[config.mk]
export PLATFORM = sky130hd
export DESIGN_NAME = mult_div_unit_flat
export DESIGN_NICKNAME = d
export VERILOG_FILES = /design/src/rtl/mult_div_unit_if.sv /design/src/rtl/mult_div_unit.sv /design/src/flat_wrapper.sv
export SDC_FILE = /design/constraint.sdc
export NUM_CORES = 1
export LEC_CHECK = 0
export CAP_MARGIN = 20
export CORE_ASPECT_RATIO = 1.1
export CORE_MARGIN = 1.5
export CORE_UTILIZATION = 50
export CTS_CLUSTER_DIAMETER = 150
export DETAILED_ROUTE_END_ITERATION = 8
export GPL_ROUTABILITY_DRIVEN = 0
export PLACE_DENSITY_LB_ADDON = 0.15
export REMOVE_ABC_BUFFERS = 1
export SLEW_MARGIN = 40
export SYNTH_ARGS = -nofsm -noshare
export SYNTH_HDL_FRONTEND = slang
export SYNTH_SLANG_ARGS = --single-unit
[constraint.sdc]
create_clock -name clk -period 11.1 [get_ports clk]
set_clock_uncertainty 0.15 [all_clocks]
set_input_delay 1.11 -clock clk [delete_from_list [all_inputs] [get_ports clk]]
set_output_delay 1.11 -clock clk [all_outputs]
set_load 0.02 [all_outputs]
[src/rtl/mult_div_unit_if.sv]
// Handshake and result bus of the iterative multiply/divide unit.
// The master issues operations and MTHI/MTLO writes; the slave returns status and HI/LO.
interface mult_div_unit_if #(
  parameter int unsigned XLEN = 32
);
  logic            start;
  logic [1:0]      op;
  logic [XLEN-1:0] a;
  logic [XLEN-1:0] b;
  logic            hi_we;
  logic            lo_we;
  logic [XLEN-1:0] wdata;
  logic            busy;
  logic            done;
  logic [XLEN-1:0] hi;
  logic [XLEN-1:0] lo;

  modport master (
    output start, op, a, b, hi_we, lo_we, wdata,
    input  busy, done, hi, lo
  );

  modport slave (
    input  start, op, a, b, hi_we, lo_we, wdata,
    output busy, done, hi, lo
  );
endinterface

[src/rtl/mult_div_unit.sv]
// Iterative MIPS-style HI/LO unit: shift-add multiply and restoring divide,
// one bit per cycle, operating on magnitudes with sign fix-up in a final cycle.
module mult_div_unit #(
  parameter int unsigned XLEN = 32
) (
  input  logic           clk,
  input  logic           rst,
  mult_div_unit_if.slave bus
);

  localparam int unsigned CW = $clog2(XLEN);

  typedef enum logic [1:0] {
    IDLE = 2'd0,
    RUN  = 2'd1,
    FIX  = 2'd2
  } state_e;

  state_e            state_q, state_d;
  logic [CW-1:0]     cnt_q, cnt_d;
  logic [1:0]        op_q, op_d;
  logic              sa_q, sa_d;
  logic              sb_q, sb_d;
  logic              bzero_q, bzero_d;
  logic [XLEN-1:0]   ma_q, ma_d;
  logic [XLEN-1:0]   mb_q, mb_d;
  logic [2*XLEN-1:0] acc_q, acc_d;
  logic [XLEN:0]     rem_q, rem_d;
  logic [XLEN-1:0]   hi_q, hi_d;
  logic [XLEN-1:0]   lo_q, lo_d;
  logic              done_q, done_d;

  logic              signed_op;
  logic              a_neg;
  logic              b_neg;
  logic [XLEN:0]     add_sum;
  logic [XLEN:0]     rem_sh;
  logic [XLEN+1:0]   diff;
  logic [2*XLEN-1:0] prod;
  logic [XLEN-1:0]   quot;
  logic [XLEN-1:0]   remv;

  always_ff @(posedge clk or negedge rst) begin
    if (!rst) begin
      state_q <= IDLE;
      cnt_q   <= '0;
      op_q    <= '0;
      sa_q    <= 1'b0;
      sb_q    <= 1'b0;
      bzero_q <= 1'b0;
      ma_q    <= '0;
      mb_q    <= '0;
      acc_q   <= '0;
      rem_q   <= '0;
      hi_q    <= '0;
      lo_q    <= '0;
      done_q  <= 1'b0;
    end else begin
      state_q <= state_d;
      cnt_q   <= cnt_d;
      op_q    <= op_d;
      sa_q    <= sa_d;
      sb_q    <= sb_d;
      bzero_q <= bzero_d;
      ma_q    <= ma_d;
      mb_q    <= mb_d;
      acc_q   <= acc_d;
      rem_q   <= rem_d;
      hi_q    <= hi_d;
      lo_q    <= lo_d;
      done_q  <= done_d;
    end
  end

  always_comb begin
    state_d   = state_q;
    cnt_d     = cnt_q;
    op_d      = op_q;
    sa_d      = sa_q;
    sb_d      = sb_q;
    bzero_d   = bzero_q;
    ma_d      = ma_q;
    mb_d      = mb_q;
    acc_d     = acc_q;
    rem_d     = rem_q;
    hi_d      = hi_q;
    lo_d      = lo_q;
    done_d    = 1'b0;
    signed_op = ~bus.op[0];
    a_neg     = signed_op & bus.a[XLEN-1];
    b_neg     = signed_op & bus.b[XLEN-1];
    add_sum   = '0;
    rem_sh    = '0;
    diff      = '0;
    prod      = '0;
    quot      = '0;
    remv      = '0;

    unique case (state_q)
      IDLE: begin
        if (bus.hi_we) hi_d = bus.wdata;
        if (bus.lo_we) lo_d = bus.wdata;
        if (bus.start) begin
          op_d    = bus.op;
          sa_d    = a_neg;
          sb_d    = b_neg;
          bzero_d = (bus.b == '0);
          ma_d    = a_neg ? -bus.a : bus.a;
          mb_d    = b_neg ? -bus.b : bus.b;
          // Low half seeds the bit stream: multiplier for MULT*, dividend for DIV*.
          acc_d   = bus.op[1] ? {{XLEN{1'b0}}, (a_neg ? -bus.a : bus.a)}
                              : {{XLEN{1'b0}}, (b_neg ? -bus.b : bus.b)};
          rem_d   = '0;
          cnt_d   = '0;
          state_d = RUN;
        end
      end

      RUN: begin
        if (!op_q[1]) begin
          add_sum = {1'b0, acc_q[2*XLEN-1:XLEN]} + (acc_q[0] ? {1'b0, ma_q} : '0);
          acc_d   = {add_sum, acc_q[XLEN-1:1]};
        end else begin
          rem_sh = {rem_q[XLEN-1:0], acc_q[XLEN-1]};
          diff   = {1'b0, rem_sh} - {2'b00, mb_q};
          rem_d  = diff[XLEN+1] ? rem_sh : diff[XLEN:0];
          acc_d  = {acc_q[2*XLEN-1:XLEN], acc_q[XLEN-2:0], ~diff[XLEN+1]};
        end
        cnt_d = cnt_q + 1'b1;
        if (cnt_q == CW'(XLEN-1)) state_d = FIX;
      end

      FIX: begin
        if (!op_q[1]) begin
          prod = (sa_q ^ sb_q) ? -acc_q : acc_q;
          hi_d = prod[2*XLEN-1:XLEN];
          lo_d = prod[XLEN-1:0];
        end else begin
          quot = (sa_q ^ sb_q) ? -acc_q[XLEN-1:0] : acc_q[XLEN-1:0];
          remv = sa_q ? -rem_q[XLEN-1:0] : rem_q[XLEN-1:0];
          // Divide by zero: all-ones quotient regardless of signs; remainder is already a.
          lo_d = bzero_q ? '1 : quot;
          hi_d = remv;
        end
        done_d  = 1'b1;
        state_d = IDLE;
      end

      default: state_d = IDLE;
    endcase
  end

  assign bus.busy = (state_q != IDLE);
  assign bus.done = done_q;
  assign bus.hi   = hi_q;
  assign bus.lo   = lo_q;

endmodule

[src/flat_wrapper.sv]
// flat-port wrapper written by rule: the top's interface ports become plain ports
module mult_div_unit_flat 
#(
  parameter int unsigned XLEN = 32
)
  (clk, rst, bus_start, bus_op, bus_a, bus_b, bus_hi_we, bus_lo_we, bus_wdata, bus_busy, bus_done, bus_hi, bus_lo);
  mult_div_unit_if #(.XLEN(XLEN)) bus_i ();
  input  logic clk;
  input  logic rst;
  input wire logic [$bits(bus_i.start)-1:0] bus_start;
  input wire logic [$bits(bus_i.op)-1:0] bus_op;
  input wire logic [$bits(bus_i.a)-1:0] bus_a;
  input wire logic [$bits(bus_i.b)-1:0] bus_b;
  input wire logic [$bits(bus_i.hi_we)-1:0] bus_hi_we;
  input wire logic [$bits(bus_i.lo_we)-1:0] bus_lo_we;
  input wire logic [$bits(bus_i.wdata)-1:0] bus_wdata;
  output wire logic [$bits(bus_i.busy)-1:0] bus_busy;
  output wire logic [$bits(bus_i.done)-1:0] bus_done;
  output wire logic [$bits(bus_i.hi)-1:0] bus_hi;
  output wire logic [$bits(bus_i.lo)-1:0] bus_lo;
  assign bus_i.start = bus_start;
  assign bus_i.op = bus_op;
  assign bus_i.a = bus_a;
  assign bus_i.b = bus_b;
  assign bus_i.hi_we = bus_hi_we;
  assign bus_i.lo_we = bus_lo_we;
  assign bus_i.wdata = bus_wdata;
  assign bus_busy = bus_i.busy;
  assign bus_done = bus_i.done;
  assign bus_hi = bus_i.hi;
  assign bus_lo = bus_i.lo;
  mult_div_unit #(.XLEN(XLEN)) u_core (.clk(clk), .rst(rst), .bus(bus_i));
endmodule
* After elaboration in Yosys (flattened, before gate mapping)
Cells that the tools add are included.
Operators by class: $add $sub $neg 8, reductions and logical operators 12, bitwise logic cells 5, mux-type cells 27, eq/ne operators 9
Operators with widths (count):
- 32-bit 2-to-1 mux | 14
- 64-bit 2-to-1 mux | 3
- 32-bit one-hot mux with 2 select lines | 3
- 32-bit negation | 4
- 64-bit one-hot mux with 2 select lines | 1
- 64-bit negation | 1
- 33-bit by 32-bit subtractor with 34-bit output | 1
- 32-bit by 33-bit adder with 33-bit output | 1
- 32-bit logical NOT | 1
- 5-bit one-hot mux with 2 select lines | 1
- 2-bit AND reduction | 5
- 2-bit inequality test (second input constant) | 4
- 3-bit AND reduction | 2
- 2-bit nonzero test | 3
- 5-bit by 1-bit adder with 5-bit output (second input constant) | 1
- 5-bit == test (second input constant) | 1
- 5-bit 2-to-1 mux | 1
- 2-bit 2-to-1 mux | 2
- 2-bit by 1-bit inequality test with 1-bit output (second input constant) | 2
- 2-bit one-hot mux with 2 select lines | 1
- 1-bit AND | 2
- 2-bit by 1-bit == test with 1-bit output (second input constant) | 1
- 2-bit == test (second input constant) | 1
- 2-bit logical NOT | 1
- 3 further kinds | 4
Storage, ports and cells: output and inout port bits 66, logic and storage cells 75, input bits 103, register bits after elaboration 237

* Depth between registers and ports, before layout
Gate-level depths: netlist (run 1).
word-level depth 6, depth in mapped cells 14, mapped depth without buffers 13

* Least setup slack after synthesis (run 1)
Ideal clock, no wire load.
path type input to register, start point input bus_a[10], end point register u_core.acc_q[25], slack 7261 ps, data required time 10824 ps, setup time 126 ps, cell stages on the path 8, buffers on the path 0, data arrival time 3562 ps, cell sequence or4_1 -> or4b_2 -> nor3_1 -> nand2_1 -> o31ai_1 -> xor2_1 -> a211oi_1 -> a311o_1
On the way: longest elaborated chain between the ends 5
RTL lines:
- start, declared | RTL line flat_wrapper.sv:12 | input wire logic [$bits(bus_i.a)-1:0] bus_a;
- 32-bit negation | RTL line mult_div_unit.sv:111 | acc_d = bus.op[1] ? {{XLEN{1'b0}}, (a_neg ? -bus.a : bus.a)}
- 32-bit 2-to-1 mux (2 in a row) | RTL line mult_div_unit.sv:111
- 64-bit 2-to-1 mux | RTL line mult_div_unit.sv:103 | if (bus.start) begin
- 64-bit one-hot mux with 2 select lines | RTL line mult_div_unit.sv:99 | unique case (state_q)
- end signal, assigned | RTL line mult_div_unit.sv:53 | acc_q <= '0;
- end signal, assigned | RTL line mult_div_unit.sv:67 | acc_q <= acc_d;
- end, declared | RTL line mult_div_unit.sv:27 | logic [2*XLEN-1:0] acc_q, acc_d;
Every way passes these cells. The select of a mux whose other input is x is not followed. A chain may end at the register's enable or synchronous reset.

* Worst setup path after layout (run 1)
start point register u_core.acc_q[0], end point register u_core.acc_q[59]
On the way: longest elaborated chain between the ends 4
RTL lines:
- 32-bit 2-to-1 mux | RTL line mult_div_unit.sv:121 | add_sum = {1'b0, acc_q[2*XLEN-1:XLEN]} + (acc_q[0] ? {1'b0, ma_q} : '0);
- 32-bit by 33-bit adder with 33-bit output | RTL line mult_div_unit.sv:121
- 64-bit 2-to-1 mux | RTL line mult_div_unit.sv:120 | if (!op_q[1]) begin
- 64-bit one-hot mux with 2 select lines | RTL line mult_div_unit.sv:99
Every way passes these cells. The select of a mux whose other input is x is not followed.

==> flow_summary.yaml, run 1 <==
placed_design:
  dp.cells: 2599
  port_buffers: 168
  dp_hpwl_um: 42700
  placed_area_um2: 19240
clock_network:
  ctsResizeCount: 0
  cts_root_buffer: "clkbuf_16"
  clockBufferDepth: 3
  post_cts_buffers: 0
  clkTransAtPathRegs_ns: 0.07
  postCtsHoldBufs: 0
  cts_made_buffers: 28
  cts_tree: "yes"
  htree_levels: 1
  clk_latency_ns: 0.56
  clock_sinks: 236
final_layout:
  drive_gt1_share_pct: 5.242
  fin_util_pct: 59.70
  final_design_area_no_fill_um2: 20310
  instances_no_fill: 2651
  nNetsFinal: 2366
  antenna_cells: 0
  syn2layout_area_growth_pct: 18.21
setup_path:
  crit_start: "u_core.acc_q[0]"
  crit_path_max_incr_delay_ns: 0.53
  crit_slowest_cell: "a211oi_1"
  arrival_ns: 4.57
  reg2reg_slack_ns: 6.82
  critPathRequiredTime_ns: 11.39
  crit_cells: 14
  critical_path_buf_inv_count: 2
  r2r_end: "u_core.acc_q[59]"
  cp-start-kind: "flop"
  cp_max_fo: 39
  endpoint: "u_core.acc_q[59]"
  cp_cell_sequence: "buf_4 -> and2_1 -> ha_1 -> inv_1 -> fa_1 -> nor2b_1 -> o21ai_0 -> a21boi_0 -> o31ai_1 -> a211oi_1 -> o21ai_0 -> o311ai_0 -> xor2_1 -> a22o_1"
  cp_top_family: "compound AO/OA/AOI/OAI gates"
  crit_type: "reg2reg"
  endpoint_kind: "flop"
  cp_common_cell: "o21ai_0"
  r2r-start: "u_core.acc_q[0]"
  r2r_cells: 14
power_and_ir_drop:
  power_density_nw_per_um2: 335.2
  p_switching_w: 0.003214
  seqPwrFrac_pct: 26.3
  internal-power_w: 0.003595
  finalPower_w: 0.006809
  peakVddDrop_uv: 187.8
  p_leak_nw: 8.497
  combPwrFrac_pct: 58.1
  pwr-share-clk_pct: 15.6
  p_sw_share_pct: 47.20
synth:
  ys_warn_count: 0
  ys.flop_type: "dfrtp_1"
  ys_seq_elements: 236
  yosys-top-cells-count: "246 x nand2_1, 239 x o21ai_0, 236 x dfrtp_1"
  syn_area_um2: 17180
  ys_seq_area_share_pct: 34.37
  synth-async-reset-ratio_pct: 100.0
  synth_area_per_cell_um2: 8.217
  synth-simple-area-share_pct: 17.53
  muxShareOfSynthArea_pct: 3.044
  netlist_instances: 2091
  synthAdderAreaFrac_pct: 5.330
  synth.most_common_cell: "nand2_1"
  synth.distinct_cells: 71
  synthTopCellsByArea: "dfrtp_1 34%, o21ai_0 7.0%, nand2_1 5.4%, ha_1 5.1%, xor2_1 5.0%"
  synth_top_family_by_area: "compound AO/OA/AOI/OAI gates"
  synth_xor_area_share_pct: 9.940
  yosysTopAreaCellShare_pct: 34.37
  synth-edff-count: 0
  synth_area_leader_cell: "dfrtp_1"
  synth-compound-area-share_pct: 25.41
routing:
  wl_per_cell_um: 21.97
  drtIter0Drc: 1713
  drtAntennaViolNets: 0
  drc: 0
  drt-total-wl_um: 58230
  vias: 16676
  detail_route.first_pass.iterations: 6
  vias_per_cell: 6.290
worst_hold_path:
  hold_class: "in2async"
grt:
  grt_max_degree: 82
  grt_pass1_wl_um: 90420
  grt_pass1_vias: 15807
  grtUsageTotal_pct: 32.39
  overflow: 0
  antenna_found_initial: 1
floorplan:
  rows: 71
  ios: 169
  fp.dieH_um: 197.4
  die_area_um2: 35490
  die_x_um: 179.8
  start_util_pct: 50.50
  core_area_um2: 34020
timing:
  timing.setup.tns_ns: 0
  fin_crit_ns: 4.280
  relSlewSlack_pct: 44.16
  worstMarginPinSlew_ns: 0.8377
  drv_slew: 0
  rsz0062_at_grt: "false"
  finalHoldViolCount: 0
  clock.fmax_mhz: 233.6
  setup_viol: 0
  finalCritPeriodShare_pct: 38.56
run:
  maxCapViolCount: 0
outcome:
  status: "completed"
cells by family after synthesis:
group           count (synthesis)
compound gates                697
xor+xnor                      195
fa+ha+maj                      72
buf+inv                       200
flops                         236
mux                            52
simple gates                  639
layout by cell type (no fill, tap or decap), drive strengths merged, types with 27 or more instances in the layout:
cell	synthesis	routed
a211oi	55	55
clkdlybuf4s50	0	166
a21oi	137	137
inv	72	72
nor2	143	143
o31ai	35	35
a21o	27	27
dfrtp	236	236
o21ai	239	239
o22ai	39	39
nor3	30	30
nand2	246	246
clkbuf	111	33
ha	70	70
xor2	99	99
buf	17	32
mux2i	50	50
xnor2	96	96
and2	43	43
nand3	35	35
power by group through the flow:
| stage | sequential, W | clock [W] | combinational [W] |
|---|---|---|---|
| 2_1_floorplan | 0.00177 | 0 | 0.00264 |
| 3_3_place_gp | 0.00177 | 0 | 0.00379 |
| 3_5_place_dp | 0.00178 | 0 | 0.00388 |
| 4_1_cts | 0.00177 | 0.00107 | 0.00391 |
| 5_1_grt | 0.00183 | 0.00111 | 0.00436 |
| 6_report | 0.00179 | 0.00106 | 0.00396 |
flip-flops by register name, indices dropped and copies added, names as in the netlist:
name             count
u_core.acc_q        64
u_core.bus.hi       32
u_core.bus.lo       32
u_core.ma_q         32
u_core.mb_q         32
u_core.rem_q        32
u_core.cnt_q         5
u_core.state_q       2
u_core.bus.done      1
u_core.bzero_q       1
u_core.op_q          1
u_core.sa_q          1
u_core.sb_q          1
routing by layer:
metal | vias to the layer above | part of all wire, % | global-route usage, %
li1 | 7765 | - | -
met4 | 2 | 5.4 | 16.94
met3 | 153 | 7.7 | 4.572
met2 | 765 | 46 | 52.54
met5 | - | 0.019 | 0
met1 | 7991 | 41 | 42.21
worst min path at each step:
stage / to / slack (ns) / depth (start not counted)
global route: u_core.acc_q[56] / 0.35 / 1
finish: u_core.acc_q[56] / 0.30 / 1
global placement: u_core.ma_q[12] / 0.31 / 2
floorplan: u_core.ma_q[31] / 0.29 / 2
CTS: u_core.acc_q[56] / 0.32 / 1
detailed placement: u_core.bzero_q / 0.32 / 2
cell type report:
class	instances	area, um^2
fill	3042	13710
multi-input combinational	1655	10600
sequential	236	5907
timing repair buffer	198	1934
clock buffer	33	760.7
tap	438	548.0
clock inverter	19	295.3
inverter	72	270.3
through the flow:
step,hold slack [ns],setup slack [ns]
after floorplan,0.2902,6.453
after global placement,0.3069,6.403
after detailed placement,0.3157,6.384
after CTS,0.3220,6.858
after global routing,0.3474,6.458
final,0.3001,6.820
Note: power is estimated with default switching activity, not from simulation.
==> run 2, diff against run 1 <==
clock period = 4.29 ns   (was 11.1 ns; I/O delays follow)
==> flow_summary.yaml, run 2 (same netlist as run 1, synthesis figures left out) <==
final_layout:
  largest-register: "u_core.acc_q"
  seq_area_um2: 5907
  instances_no_fill: 2670
  drive_gt1_share_pct: 5.780
  nNetsFinal: 2387
  largest_register_ffs: 64
  layout_commonest_cell: "nand2_1"
  num-fill-cells: 3089
  most-common-layout-cells: "244 x nand2_1, 239 x o21ai_0, 235 x dfrtp_1"
  multi_input_area_um2: 10600
  syn2layout_area_growth_pct: 18.63
  antenna_cells: 0
grt:
  grt_max_degree: 85
  grt_pass1_vias: 15979
  grtUsageTotal_pct: 32.81
  antenna_found_initial: 1
  overflow: 0
  grt_pass1_wl_um: 90850
clock_network:
  cts_root_buffer: "clkbuf_16"
  clkTransAtPathRegs_ns: 0.06
  htree_levels: 1
  clockBufferDepth: 3
  cts_tree: "yes"
  post_cts_buffers: 0
  clock_sinks: 236
  clk_latency_ns: 0.57
  cts_made_buffers: 28
floorplan:
  ios: 169
  start_util_pct: 50.50
  die_area_um2: 35490
  core_area_um2: 34020
  die_x_um: 179.8
  fp.dieH_um: 197.4
  rows: 71
routing:
  drtAntennaViolNets: 0
  detail_route.first_pass.iterations: 5
  drc: 0
  drt-total-wl_um: 58910
  vias: 16859
  wl_per_cell_um: 22.06
  drtIter0Drc: 1620
  vias_per_cell: 6.314
run:
  maxCapViolCount: 0
outcome:
  status: "completed"
timing:
  worstMarginPinSlew_ns: 0.7961
  timing.setup.tns_ns: 0
  fin_crit_ns: 4.021
  rsz0062_at_grt: "false"
  worst_hold_slack_ns: 0.2572
  finalCritPeriodShare_pct: 93.72
  setup_viol: 0
  drv_slew: 0
  clock.fmax_mhz: 248.7
  relSlewSlack_pct: 46.93
  finalHoldViolCount: 0
setup_path:
  crit_path_max_incr_delay_ns: 0.58
  endpoint_kind: "flop"
  cp-start-kind: "flop"
  crit_start: "u_core.acc_q[0]"
  r2r-start: "u_core.acc_q[0]"
  arrival_ns: 4.32
  cp_cell_sequence: "buf_4 -> and2_1 -> ha_1 -> nor2b_1 -> o21ai_0 -> a21boi_0 -> o31ai_1 -> a211oi_2 -> o21ai_0 -> a211oi_1 -> or3_1 -> a31o_2"
  critPathRequiredTime_ns: 4.59
  crit_slowest_cell: "o31ai_1"
  cp_common_cell: "o21ai_0"
  cp_max_fo: 15
  crit_type: "reg2reg"
placed_design:
  dp.cells: 2619
  port_buffers: 168
  dp_hpwl_um: 43950
worst_hold_path:
  hold_class: "in2async"
power_and_ir_drop:
  peakVddDrop_uv: 566.8
  power_density_nw_per_um2: 861.4
  p_leak_nw: 8.551
  finalPower_w: 0.01756
==> run 2: worst paths after layout <==
kind                            cells past startpoint  slack (ns)                to
worst max-delay path                               12        0.27  u_core.acc_q[57]
worst min-delay path                                2        0.26  u_core.acc_q[56]
worst max register to register                     12        0.27  u_core.acc_q[57]
worst min register to register                      2        0.33   u_core.ma_q[31]
max in group asynchronous                           4        2.59   u_core.mb_q[13]
min in group clk                                    3        0.31  u_core.bus.hi[2]
==> run 2: power breakdown <==
part	switching [W]	total, W	internal, W
combinational	0.00605	0.0105	0.00444
sequential	0.00131	0.00461	0.00330
clock	0.000990	0.00246	0.00147
total	0.00835	0.0176	0.00921
==> run 2: final cells by class <==
class	instances	share of cell area [%]
clock buffers	45	4.199
flip-flops and latches	236	28.98
repair buffers	219	10.42
well taps	438	2.689
inverters	72	1.326
multi-input cells	1655	52.02
clock inverters	5	0.3683
==> run 2: stage by stage <==
| stage | worst slack, ns | cell area (um^2) | util (%) |
|---|---|---|---|
| floorplan | -0.3566 | 16700 | - |
| global placement | 0.4727 | 19380 | 56.97 |
| detailed placement | 0.3742 | 19410 | 57.05 |
| CTS | 0.4274 | 20350 | 59.82 |
| global route | 0.08386 | 20380 | 59.91 |
| finish | 0.2694 | 20380 | 59.91 |
==> run 2: what timing repair did <==
action | CTS | global route
hold buffers | 1 | 0
resized for setup | 0 | 1
hold endpoints to repair | 54 | 0
endpoints found under the setup margin | 0 | 1
==> run 2: layer usage <==
metal  GRT usage (%)  part of all wire (%)
met4           22.01                   7.0
met5               0                 0.022
met3           4.369                   7.2
met1           42.23                    41
met2           51.84                    45
==> run 2: critical path: cells and delay by family, from the launching register on <==
kind | cells | cell delay, ns
simple gates | 3 | 0.64
compound gates | 7 | 2.20
fa+ha+maj | 1 | 0.33
flops | 1 | 0.39
buf+inv | 1 | 0.19
==> run 3, diff against run 2 <==
CELL_PAD_IN_SITES_DETAIL_PLACEMENT = 0   (was unset)
CELL_PAD_IN_SITES_GLOBAL_PLACEMENT = 1   (was unset)
CORE_UTILIZATION = 44   (was 50)
==> flow_summary.yaml, run 3 (same netlist as run 1, synthesis figures left out) <==
final_layout:
  largest_register_ffs: 64
  syn2layout_area_growth_pct: 19.90
  seq_area_um2: 5907
  most-common-layout-cells: "245 x nand2_1, 239 x o21ai_0, 235 x dfrtp_1"
  fin_util_pct: 53.81
  largest-register: "u_core.acc_q"
  nNetsFinal: 2392
  num-fill-cells: 3613
  layout_commonest_cell: "nand2_1"
  antenna_cells: 0
  multi_input_area_um2: 10590
  drive_gt1_share_pct: 6.211
clock_network:
  htree_levels: 1
  ctsResizeCount: 0
  cts_tree: "yes"
  clkTransAtPathRegs_ns: 0.06
  clock_sinks: 236
  cts_root_buffer: "clkbuf_16"
  cts_made_buffers: 29
  clockBufferDepth: 3
  clk_latency_ns: 0.57
setup_path:
  crit_slowest_cell: "a211oi_1"
  cp_common_cell: "o21ai_0"
  crit_type: "reg2reg"
  critPathRequiredTime_ns: 4.59
  cp_top_family: "compound AO/OA/AOI/OAI gates"
  cp_cell_sequence: "and2_1 -> ha_1 -> inv_1 -> fa_1 -> nor2b_1 -> o21ai_0 -> a21boi_0 -> o31ai_1 -> a211oi_1 -> o21ai_0 -> o311ai_0 -> xor2_1 -> a22o_1"
  arrival_ns: 4.31
  cp_max_fo: 8
  cp-start-kind: "flop"
  crit_path_max_incr_delay_ns: 0.53
  reg2reg_slack_ns: 0.29
  critical_path_buf_inv_count: 1
  endpoint_kind: "flop"
timing:
  worst_hold_slack_ns: 0.2702
  rsz0062_at_grt: "false"
  worstMarginPinSlew_ns: 0.8342
  finalHoldViolCount: 0
  drv_slew: 0
  fin_crit_ns: 4.004
  worst_slack_ns: 0.2861
  clock.fmax_mhz: 249.8
  relSlewSlack_pct: 44.18
  timing.setup.tns_ns: 0
  setup_viol: 0
  finalCritPeriodShare_pct: 93.33
floorplan:
  start_util_pct: 44.88
  fp.dieH_um: 210.3
  die_x_um: 191.4
  die_area_um2: 40250
  core_area_um2: 38290
  ios: 169
  rows: 75
power_and_ir_drop:
  pwr-share-clk_pct: 15.2
  finalPower_w: 0.01778
  p_leak_nw: 8.633
  p_switching_w: 0.008432
  combPwrFrac_pct: 58.7
  seqPwrFrac_pct: 26.1
  p_sw_share_pct: 47.44
  power_density_nw_per_um2: 862.8
  internal-power_w: 0.009344
  peakVddDrop_uv: 441.1
routing:
  drc: 0
  drtIter0Drc: 1308
  vias: 16536
  wl_per_cell_um: 22.47
  detail_route.first_pass.iterations: 6
  drtAntennaViolNets: 0
  drt-total-wl_um: 61520
  vias_per_cell: 6.039
placed_design:
  preCtsSetupSlack_ns: 0.3708
  port_buffers: 168
  dp_hpwl_um: 46370
grt:
  antenna_found_initial: 0
  grt_pass1_vias: 15808
  grtUsageTotal_pct: 30.49
  grt_pass1_wl_um: 93790
  grt_max_degree: 66
  overflow: 0
run:
  maxCapViolCount: 0
worst_hold_path:
  hold_class: "in2async"
outcome:
  status: "completed"
[run 3: cell count changes in the layout (fill, tap and decap cells not counted), moves of 2 or more]
cell / change
clkbuf_1: -6
buf_4: +3
bufinv_16: +3
clkinv_4: +2
clkinvlp_4: +2
[run 3: path summary, 6_finish.rpt]
kind	startpoint	cells past startpoint	endpoint
min	rst	2	u_core.acc_q[58]
min reg2reg	u_core.ma_q[2]	2	u_core.ma_q[2]
max	u_core.acc_q[0]	13	u_core.acc_q[59]
min in group clk	u_core.ma_q[2]	2	u_core.ma_q[2]
max in group asynchronous	rst	4	u_core.mb_q[6]
max reg2reg	u_core.acc_q[0]	13	u_core.acc_q[59]
[run 3: per-stage QoR]
step / cells / area, um^2
2_1_floorplan: 1963 / 16700
6_report: 2738 / 20600
3_5_place_dp: 2685 / 19550
5_1_grt: 2738 / 20600
3_3_place_gp: 2683 / 19480
4_1_cts: 2738 / 20590
[run 3: layout make-up]
cell class | count | area share [%]
inverters | 72 | 1.312
clock inverters | 14 | 1.026
clock buffers | 38 | 3.978
well taps | 500 | 3.037
repair buffers | 223 | 10.56
flip-flops and latches | 236 | 28.67
multi-input cells | 1655 | 51.42
[run 3: repair_timing]
| action | in CTS | in global routing |
|---|---|---|
| hold buffers | 1 | 0 |
| hold endpoints to repair | 59 | 0 |
| buffers inserted | 0 | 0 |
[run 3: per-layer routing]
| metal | vias up | global-route usage (%) | share of wire, % |
|---|---|---|---|
| met5 | - | 0 | 0 |
| met4 | 0 | 12.96 | 4.3 |
| met3 | 109 | 3.180 | 6.4 |
| met2 | 626 | 48.58 | 46 |
| met1 | 7986 | 42.06 | 43 |
| li1 | 7815 | - | - |
[run 3: worst reg2reg max path, cell delays in order (launching register included)]
cell and delay, ns:
dfrtp_1 0.51, and2_1 0.18, ha_1 0.18, inv_1 0.06
fa_1 0.39, nor2b_1 0.13, o21ai_0 0.10, a21boi_0 0.37
o31ai_1 0.17, a211oi_1 0.53, o21ai_0 0.32, o311ai_0 0.45
xor2_1 0.13, a22o_1 0.20
[run 3: power by group through the flow]
stage                     clock (W)  combinational [W]  sequential [W]
after CTS                   0.00273             0.0104         0.00461
after detailed placement          0             0.0103         0.00463
after global placement            0             0.0101         0.00462
after floorplan                   0            0.00683         0.00457
final                       0.00270             0.0104         0.00464
after global routing        0.00281             0.0115         0.00476
==> patch (flow settings as in run 3) <==
The 3 states of `state_e` get a one-hot encoding in 3 bits.
--- a/src/rtl/mult_div_unit.sv
+++ b/src/rtl/mult_div_unit.sv
@@ -12,6 +12,6 @@
 
-  typedef enum logic [1:0] {
-    IDLE = 2'd0,
-    RUN  = 2'd1,
-    FIX  = 2'd2
+  typedef enum logic [2:0] {
+    IDLE = 3'b001,
+    RUN  = 3'b010,
+    FIX  = 3'b100
   } state_e;
Formal check against the unedited RTL: same outputs for any inputs over 4 cycles, from zero or initial values and one cycle with rst low; so few cycles prove little.
==> patch against run 3 <==
The flow now finishes with violations (design-rule violations). Count of clock-buffer cells in the layout decreased by 4. Total power decreased by 14%. Sequential share of layout area decreased by 0.22 points. Routed wire length increased by 4.1%. Synthesized area increased by 2.4%. Design area increased by 1.3%. Worst setup slack improved by 360 ps. Sequential cell count increased by 1. Critical endpoint is now u_core.bus.hi[17]. Largest cell class unchanged.
==> patch: results (changes against run 3) <==
Nets: 2435 (was 2392)
H-tree Lvls: 1 (unchanged)
Dpl hpwl: 48.3 mm (was 46.4 mm)
Max FFs per register: 64 (unchanged)
# diodes: 0 (unchanged)
Static Leak: 0.00908 µW (was 0.00863 µW)
Clock transition at path regs: 60 ps (about the same)
Hold_ws: 275 ps (was 270 ps)
CP peak stage delay: 670 ps (was 530 ps)
Main area contributors after synthesis: dfrtp_1 34%, nand2_1 6.5%, xnor2_1 5.6% (was dfrtp_1 34%, o21ai_0 7.0%, nand2_1 5.4%)
Top FF cell, synth: dfrtp_1 (unchanged)
Number of max-cap violations: 0 (unchanged)
Hold-fix buffers, CTS: 1 (unchanged)
Hold crit path type: in -> async (unchanged)
Antenna violations before repair: 0 (unchanged)
Arr. time, crit path: 3890 ps (was 4310 ps)
Post-CTS Setup Inserts: 0 (unchanged)
Failing checks: design-rule violations
Synth unique cells: 75 (was 71)
First-pass GRT wire length: 97.4 mm (was 93.8 mm)
Sequential-to-total area share from yosys stat: 0.337 (was 0.344)
Maximum VDD drop: 0.380 mV (was 0.441 mV)
Synth warn: 0 (unchanged)
Largest net degree at the start of global routing: 69 (was 66)
All-Layer GR Usage: 0.307 (was 0.305)
First-pass DRT Iterations: 7 (was 6)
WL/cell: 23.0 µm (was 22.5 µm)
Post-synth top cells: 303 x nand2_1, 236 x dfrtp_1, 195 x o21ai_0 (was 246 x nand2_1, 239 x o21ai_0, 236 x dfrtp_1)
CTS Buf Count: 27 (was 29)
Largest Register: u_core.acc_q (unchanged)
PostCTS Resize Cnt: 0 (unchanged)
Post-place setup slack: 630 ps (was 371 ps)
Rel. slew slack: 0.441 (was 0.442)
RR Startpoint: u_core.acc_q[9] (was u_core.acc_q[0])
Number of remaining DRC errors: 14 (was 0)
R2r endpoint: u_core.bus.hi[17] (was u_core.acc_q[59])
Fraction of layout cells with a size suffix above 1: 0.0606 (was 0.0621)
Crit path max fanout: 8 (unchanged)
R2R Setup Slk: 650 ps (was 290 ps)
Initial DRC Count: 1567 (was 1308)
Vias after detailed routing: 17000 (was 16500)
Async SR Flop Fraction: 1.00 (unchanged)
Vias in the first global route: 16300 (was 15800)
# port buffers: 168 (unchanged)
CTS max path bufs: 3 (unchanged)
Slowest stage cell on the critical path: nor4_1 (was a211oi_1)
Clock Latency Late Sink: 550 ps (was 570 ps)
Clock root buffer: clkbuf_16 (unchanged)
Status: complete, but fails checks (was finished, final reports clean)
Worst reg2reg path depth: 8 (was 13)
patch: changes by cell type after synthesis, moves of 13 or more:
| cell | run 3 | this run |
|---|---|---|
| a211oi_1 | 54 | 41 |
| a21oi_1 | 137 | 164 |
| a32oi_1 | 0 | 27 |
| mux2i_1 | 50 | 64 |
| nand2_1 | 246 | 303 |
| nor2_1 | 143 | 121 |
| o21ai_0 | 239 | 195 |
| o22ai_1 | 39 | 6 |
| o31ai_1 | 34 | 20 |
| xnor2_1 | 96 | 112 |
| xor2_1 | 99 | 85 |
patch: area by class of cell:
cell class                      instances  area, µm²
Fill cell                            3780      18400
Clock inverter                         14        200
Sequential cell                       237       5930
Tap cell                              507        634
Timing Repair Buffer                  222       2130
Multi-Input combinational cell       1704      11000
Inverter                               68        255
Clock buffer                           34        752
patch: power by group:
part	switching (µW)	internal (µW)
clock network	1020	1530
logic	5080	3350
registers	1110	3150
patch: worst max-delay path, delay by kind of cell (launching register included):
family | cells | cell delay (ps)
XOR/XNOR | 1 | 450
flip-flops | 1 | 450
buffers and inverters | 1 | 210
AO/OA/AOI/OAI | 2 | 320
AND/OR/NAND/NOR | 4 | 1890
patch: cell families (layout without fill, tap and decap cells):
group           after synthesis  after routing  synth area share
simple gates                712            712             0.194
compound gates              658            658             0.237
flops                       237            237             0.337
buf+inv                     204            338            0.0447
xor+xnor                    197            197            0.0981
fa+ha+maj                    72             72            0.0521
mux                          65             65            0.0371
patch: how the worst max path moves through the flow:
stage                               start                end  slack (ps)  depth (start not counted)
after global routing      u_core.acc_q[0]   u_core.acc_q[62]         420                         12
final                     u_core.acc_q[9]  u_core.bus.hi[17]         650                          8
after detailed placement         bus_a[6]   u_core.acc_q[25]         630                          9
after CTS                 u_core.acc_q[0]   u_core.acc_q[62]         690                         12
after floorplan           u_core.rem_q[2]   u_core.rem_q[19]        -400                          9
after global placement           bus_a[6]   u_core.acc_q[31]         690                          9
patch: per-stage QoR:
step           instances  power (µW)  cell area (µm²)
2_1_floorplan       2009        9370            17100
3_5_place_dp        2737       12500            19900
3_3_place_gp        2736       12400            19800
4_1_cts             2786       15100            20800
5_1_grt             2786       16200            20900
6_report            2786       15200            20900
patch: metal layers:
layer / vias to the layer above / wire (µm) / GRT usage
met4: 0 / 3220 / 0.150
met2: 718 / 28900 / 0.499
met3: 128 / 4420 / 0.0344
li1: 7965 / - / -
met1: 8228 / 27500 / 0.410
met5: - / 0 / 0
